===== src/rtl/regfile_dump_pkg.sv =====
// rtl/regfile_dump_pkg.sv - shared types and defaults for the register-file dump engine
package regfile_dump_pkg;

  typedef enum logic [1:0] {
    ST_IDLE  = 2'd0,
    ST_FETCH = 2'd1,
    ST_SHOW  = 2'd2,
    ST_DONE  = 2'd3
  } state_t;

  localparam logic [1:0] BYTE0 = 2'd0;
  localparam logic [1:0] BYTE1 = 2'd1;
  localparam logic [1:0] BYTE2 = 2'd2;
  localparam logic [1:0] BYTE3 = 2'd3;

  localparam int NREG_DEF  = 32;
  localparam int AW_DEF    = 5;
  localparam int DWELL_DEF = 4;

  function automatic logic [7:0] byte_of(input logic [31:0] w, input logic [1:0] sel);
    case (sel)
      BYTE0:   return w[7:0];
      BYTE1:   return w[15:8];
      BYTE2:   return w[23:16];
      default: return w[31:24];
    endcase
  endfunction

endpackage


===== src/rtl/regfile_dump_if.sv =====
// rtl/regfile_dump_if.sv - control, read-port and display signals of the dump engine
interface regfile_dump_if #(
  parameter int AW = 5
);
  logic          start;
  logic          hold;
  logic [AW-1:0] r_addr;
  logic [31:0]   r_data;
  logic [7:0]    led;
  logic [1:0]    byte_sel;
  logic          busy;
  logic          done;
  logic [31:0]   sum;

  modport master (
    output start, hold, r_data,
    input  r_addr, led, byte_sel, busy, done, sum
  );

  modport slave (
    input  start, hold, r_data,
    output r_addr, led, byte_sel, busy, done, sum
  );
endinterface


===== src/rtl/regfile_dump_dwell_counter.sv =====
// rtl/regfile_dump_dwell_counter.sv - per-byte dwell timer with clear and freeze
module dump_dwell_counter #(
  parameter int DWELL = 4
) (
  input  logic clk_i,
  input  logic reset_i,
  input  logic clear_i,
  input  logic enable_i,
  output logic wrap_o
);
  localparam int CW = (DWELL > 1) ? $clog2(DWELL) : 1;
  localparam logic [CW-1:0] LAST = CW'(DWELL - 1);

  logic [CW-1:0] count_q, count_d;

  assign wrap_o = enable_i && (count_q == LAST);

  always_comb begin
    count_d = count_q;
    if (clear_i) begin
      count_d = '0;
    end else if (enable_i) begin
      count_d = wrap_o ? '0 : count_q + 1'b1;
    end
  end

  always_ff @(posedge clk_i) begin
    if (reset_i) begin
      count_q <= '0;
    end else begin
      count_q <= count_d;
    end
  end
endmodule


===== src/rtl/regfile_dump.sv =====
// rtl/regfile_dump.sv - walks every register, shows each word bytewise on LEDs, XORs a checksum
module regfile_dump
  import regfile_dump_pkg::*;
#(
  parameter int NREG  = NREG_DEF,
  parameter int AW    = AW_DEF,
  parameter int DWELL = DWELL_DEF
) (
  input  logic           clk_i,
  input  logic           reset_i,
  regfile_dump_if.slave  bus
);
  localparam logic [AW-1:0] LAST_ADDR = AW'(NREG - 1);

  state_t        state_q;
  logic [AW-1:0] addr_q;
  logic [31:0]   word_q;
  logic [31:0]   sum_q;
  logic [7:0]    led_q;
  logic [1:0]    byte_sel_q;
  logic          busy_q;
  logic          done_q;

  logic dwell_clear, dwell_enable, dwell_wrap;

  assign dwell_clear  = ((state_q == ST_IDLE) && bus.start) || (state_q == ST_FETCH);
  assign dwell_enable = (state_q == ST_SHOW) && !bus.hold;

  dump_dwell_counter #(
    .DWELL(DWELL)
  ) u_dwell (
    .clk_i   (clk_i),
    .reset_i (reset_i),
    .clear_i (dwell_clear),
    .enable_i(dwell_enable),
    .wrap_o  (dwell_wrap)
  );

  always_ff @(posedge clk_i) begin
    if (reset_i) begin
      state_q    <= ST_IDLE;
      addr_q     <= '0;
      word_q     <= '0;
      sum_q      <= '0;
      led_q      <= '0;
      byte_sel_q <= BYTE0;
      busy_q     <= 1'b0;
      done_q     <= 1'b0;
    end else begin
      done_q <= 1'b0;
      case (state_q)
        ST_IDLE: begin
          if (bus.start) begin
            sum_q      <= '0;
            led_q      <= '0;
            byte_sel_q <= BYTE0;
            addr_q     <= '0;
            busy_q     <= 1'b1;
            state_q    <= ST_FETCH;
          end
        end
        ST_FETCH: begin
          // LED is registered, so byte 0 is loaded straight from the read port
          word_q     <= bus.r_data;
          sum_q      <= sum_q ^ bus.r_data;
          byte_sel_q <= BYTE0;
          led_q      <= bus.r_data[7:0];
          state_q    <= ST_SHOW;
        end
        ST_SHOW: begin
          if (dwell_wrap) begin
            if (byte_sel_q != BYTE3) begin
              byte_sel_q <= byte_sel_q + 2'd1;
              led_q      <= byte_of(word_q, byte_sel_q + 2'd1);
            end else if (addr_q != LAST_ADDR) begin
              addr_q  <= addr_q + 1'b1;
              state_q <= ST_FETCH;
            end else begin
              busy_q  <= 1'b0;
              done_q  <= 1'b1;
              state_q <= ST_DONE;
            end
          end
        end
        default: begin
          state_q <= ST_IDLE;
        end
      endcase
    end
  end

  assign bus.r_addr   = addr_q;
  assign bus.led      = led_q;
  assign bus.byte_sel = byte_sel_q;
  assign bus.busy     = busy_q;
  assign bus.done     = done_q;
  assign bus.sum      = sum_q;
endmodule

===== src/flat_wrapper.sv =====
// flat-port wrapper written by rule: the top's interface ports become plain ports
module regfile_dump_flat import regfile_dump_pkg::*;
#(
  parameter int NREG  = NREG_DEF,
  parameter int AW    = AW_DEF,
  parameter int DWELL = DWELL_DEF
)
  (clk_i, reset_i, bus_start, bus_hold, bus_r_data, bus_r_addr, bus_led, bus_byte_sel, bus_busy, bus_done, bus_sum);
  regfile_dump_if #(.AW(AW)) bus_i ();
  input  logic clk_i;
  input  logic reset_i;
  input wire logic [$bits(bus_i.start)-1:0] bus_start;
  input wire logic [$bits(bus_i.hold)-1:0] bus_hold;
  input wire logic [$bits(bus_i.r_data)-1:0] bus_r_data;
  output wire logic [$bits(bus_i.r_addr)-1:0] bus_r_addr;
  output wire logic [$bits(bus_i.led)-1:0] bus_led;
  output wire logic [$bits(bus_i.byte_sel)-1:0] bus_byte_sel;
  output wire logic [$bits(bus_i.busy)-1:0] bus_busy;
  output wire logic [$bits(bus_i.done)-1:0] bus_done;
  output wire logic [$bits(bus_i.sum)-1:0] bus_sum;
  assign bus_i.start = bus_start;
  assign bus_i.hold = bus_hold;
  assign bus_i.r_data = bus_r_data;
  assign bus_r_addr = bus_i.r_addr;
  assign bus_led = bus_i.led;
  assign bus_byte_sel = bus_i.byte_sel;
  assign bus_busy = bus_i.busy;
  assign bus_done = bus_i.done;
  assign bus_sum = bus_i.sum;
  regfile_dump #(.NREG(NREG), .AW(AW), .DWELL(DWELL)) u_core (.clk_i(clk_i), .reset_i(reset_i), .bus(bus_i));
endmodule

===== config.mk =====
export PLATFORM = sky130hd
export DESIGN_NAME = regfile_dump_flat
export DESIGN_NICKNAME = d
export VERILOG_FILES = /design/src/rtl/regfile_dump_pkg.sv /design/src/rtl/regfile_dump_if.sv /design/src/rtl/regfile_dump_dwell_counter.sv /design/src/rtl/regfile_dump.sv /design/src/flat_wrapper.sv
export SDC_FILE = /design/constraint.sdc
export NUM_CORES = 1
export LEC_CHECK = 0
export ABC_AREA = 0
export BUFFER_PORTS_ARGS = -buffer_cell sky130_fd_sc_hd__buf_2
export CORE_AREA = 3 3 96 98
export CTS_CLUSTER_DIAMETER = 120
export DETAILED_ROUTE_END_ITERATION = 7
export DIE_AREA = 0 0 99 101
export HOLD_SLACK_MARGIN = 0.02
export PLACE_DENSITY_LB_ADDON = 0.15
export SLEW_MARGIN = 10
export SYNTH_ARGS = -nofsm -noshare
export SYNTH_HDL_FRONTEND = slang
export SYNTH_HIERARCHICAL = 1
export SYNTH_SLANG_ARGS = --single-unit

===== constraint.sdc =====
create_clock -name clk_i -period 2.8 [get_ports clk_i]
set_input_delay 0.42 -clock clk_i [delete_from_list [all_inputs] [get_ports clk_i]]
set_output_delay 0.42 -clock clk_i [all_outputs]
set_load 0.005 [all_outputs]

==> reports/qor.txt <==
status - finished clean
fmax - 0.448 GHz
min Tclk post-route - 2.23 ns
Unique masters post-synth - 37
type of the worst setup path - reg -> reg
GPL Wtd Cong - 0.752
Max Cap Violations - 0
die height - 101 microns
Critical R2R Capture - u_core/bus.busy$_SDFFE_PP0P_
PortBufs - 84
pwr dens - 863 nW/um^2
Top Metal Used - met4
Final Power - 3.77 mW
unrepaired setup endpoints after global routing - no
Net count, final - 510
final hold vios - 0
Sw Ratio - 34.0%
post-CTS sizing - 0
GRT Resource Usage Total - 17.1%
CTS Buf Count - 9
CTS tree - yes
WHS - 0.309 ns
cells on worst reg2reg path - 9
Rel. slew slack - 53.0%
startpoint types - register
DP HPWL - 5890 microns
flops & latches, synth - 85
latest clock arrival within the worst-skew pair - 0.36 ns
Worst EP arrival - 2.52 ns
core area - 8550 sq um
sequential share of power - 42.2%
reg2reg start - u_core/state_q[0]$_SDFFE_PP0P_
Die ar. - 10000 sq um
1st-iter DRT viols - 159
DP Area - 4140 sq um
H-tree depth - 3
Max stage delay on crit path - 0.43 ns
Crit Path Max Fanout - 7
mean post-synth cell area - 9.48 sq um
Vias/cell - 4.92
starting density of the core - 42.7%
clock skew - 0.00857 ns
global route overflow - 0
vias in the first global route - 2,706
Slew Limit Fails - 0
Least-Margin Pin Slew - 0.704 ns
CP Capture Type - register
layout cells sized above 1 - 23.8%
Net Count, Synth - 433
antenna violations before repair - 0
NetSw - 1.28 mW
worst hold path type - in -> reg
metal3 WL - 448 microns
Final Cycle Share - 79.8%
combinational share of power - 32.1%
first-pass GRT wire length - 13,500 microns
Worst VDD drop - 0.463 mV
clk buf depth - 2
async set-reset flop share out of synthesis - 0%
via count - 2,830
WL final - 8210 microns
hold buffers post-CTS - 0
R2R setup slack - 0.57 ns
Final Setup Violations - 0
crit path max-delay cell type - o21ai_0
Chip Width - 99 microns
DR WL/cell - 14.3 microns
Post-Route M1 WL - 3960 microns
Worst Path Required - 3.09 ns
synth warn - 6
leakage - 1.97 nW
Power Internal - 2.48 mW
Worst Min Path Start - bus_r_data[10]
wire length on met2 - 3640 microns
First-pass DRT Iterations - 5
Seq/Total Area, Yosys - 46.6%
dominant synthesized flop cell - dfxtp_1
clock slew at reported path FFs - 0.09 ns
worst hold endpoint - u_core/word_q[10]$_SDFFE_PP0P_
post-route ant nets - 0
Area Overhead vs Synth - 19.5%
I/O pin count - 85
Hold Path Stages - 3
n_diodes - 0
critical-path cell list - inv_1 > ha_1 > inv_1 > nor2_1 > and2_1 > and2_1 > o21ai_0 > o21ai_0 > a21oi_1
Util after Layout - 51.0%
Sink Count - 85
root buffer selected by CTS - clkbuf_8
Post-route DRC - 0
Setup TNS - 0 ns
postcts setup bufs - 0
design area - 4360 sq um
Syn Std Cell Area - 3650 sq um
Rows - 34
largest net degree at the start of global routing - 46
clock power share - 25.6%
Post-synth EDFFs - 0
gate count of the mapped netlist - 385
==> layout by cell type (no fill, tap or decap), drive strengths merged <==
cell type and count:
a22oi 3, a211o 1, xor2 32, o21ai 6, nor3b 1, o221ai 1, ha 12, and2 3
nand2 37, a222oi 8, clkbuf 9, a22o 16, inv 17, nor3 3, nand2b 3, clkinv 3
or3b 1, clkinvlp 1, and2b 1, and3 2, a31oi 1, a21oi 3, nor2b 2, or3 3
o211ai 1, nor2 72, bufinv 2, a211oi 1, a21boi 1, o21a 2, nor4b 1, buf 88
mux2 1, dfxtp 85, mux2i 43, nand3 1
==> flip-flops by register name (all words and copies together), names as in the netlist <==
signal	count
u_core/bus.busy	1
u_core/bus.byte_sel	2
u_core/bus.done	1
u_core/bus.led	8
u_core/bus.r_addr	5
u_core/bus.sum	32
u_core/state_q	2
u_core/u_dwell/count_q	2
u_core/word_q	32
==> cells in the mapped netlist, types with 2 or more instances <==
cell type  count  area share [%]
xor2_1        32             7.7
a21oi_1        3            0.41
o21a_1         2            0.41
buf_2          8             1.1
inv_1         16             1.6
a22oi_1        3            0.62
dfxtp_1       85              47
and3_1         2            0.34
nand2b_1       3            0.51
nand2_1       37             3.8
clkbuf_1      11             1.1
nor2_1        72             7.4
a22o_1        16             3.8
o21ai_0        5            0.69
nor3_1         3            0.41
and2_1         3            0.51
mux2i_1       43              12
a222oi_1       8             2.2
or3_1          3            0.51
ha_1          12             4.1
nor2b_1        2            0.34
==> worst max-delay path, delay by kind of cell, from the launching register on <==
family / cells / cell delay [ns]
AO/OA/AOI/OAI: 3 / 0.77
buffers and inverters: 2 / 0.30
adder cells (fa/ha/maj): 1 / 0.22
flip-flops: 1 / 0.42
AND/OR/NAND/NOR: 3 / 0.46
==> cell type report <==
| type | count | area (sq um) |
|---|---|---|
| fill | 825 | 4190 |
| multi-input combinational | 262 | 1790 |
| sequential | 85 | 1700 |
| timing repair buffer | 88 | 450 |
| tap | 108 | 135 |
| clock buffer | 9 | 124 |
| clock inverter | 7 | 98.8 |
| inverter | 16 | 60.1 |
==> logic make-up after synthesis <==
| logic type | synth area share [%] |
|---|---|
| adders and majority gates | 4.11 |
| and+or+nand+nor | 15.0 |
| xor gates and xnor gates | 7.68 |
| muxes | 12.1 |
| AOI/OAI and AO/OA | 10.0 |
| DFF | 46.6 |
| buffers and inverters | 4.49 |
==> power by group through the flow <==
stage | clock [mW] | sequential, mW | combinational [mW]
floorplan | 0 | 1.60 | 0.906
global placement | 0 | 1.61 | 1.19
detailed placement | 0 | 1.62 | 1.22
CTS | 0.997 | 1.59 | 1.22
global route | 1.05 | 1.62 | 1.36
finish | 0.964 | 1.59 | 1.21
==> how the worst max path moves through the flow <==
stage	from	endpoint	slack (ns)
after detailed placement	u_core/state_q[0]$_SDFFE_PP0P_	u_core/bus.led[6]$_SDFFE_PP0P_	0.58
after CTS	u_core/state_q[0]$_SDFFE_PP0P_	u_core/bus.led[6]$_SDFFE_PP0P_	0.55
after floorplan	u_core/state_q[0]$_SDFFE_PP0P_	u_core/bus.led[0]$_SDFFE_PP0P_	0.76
after global routing	u_core/state_q[0]$_SDFFE_PP0P_	u_core/bus.led[4]$_SDFFE_PP0P_	0.38
final	u_core/state_q[0]$_SDFFE_PP0P_	u_core/bus.busy$_SDFFE_PP0P_	0.57
after global placement	u_core/state_q[0]$_SDFFE_PP0P_	u_core/bus.led[6]$_SDFFE_PP0P_	0.68
==> through the flow <==
step / instances / setup WS, ns
2_1_floorplan: 385 / 0.761
3_3_place_gp: 559 / 0.677
3_5_place_dp: 559 / 0.577
4_1_cts: 575 / 0.551
5_1_grt: 575 / 0.377
6_report: 575 / 0.566
==> per-layer routing <==
| metal | GRT usage [%] | vias to the layer above |
|---|---|---|
| met3 | 4.15 | 13 |
| met4 | 6.83 | 0 |
| li1 | - | 1448 |
| met2 | 26.1 | 65 |
| met5 | 0 | - |
| met1 | 23.1 | 1304 |
No activity file was read; power rests on OpenSTA's default activity.
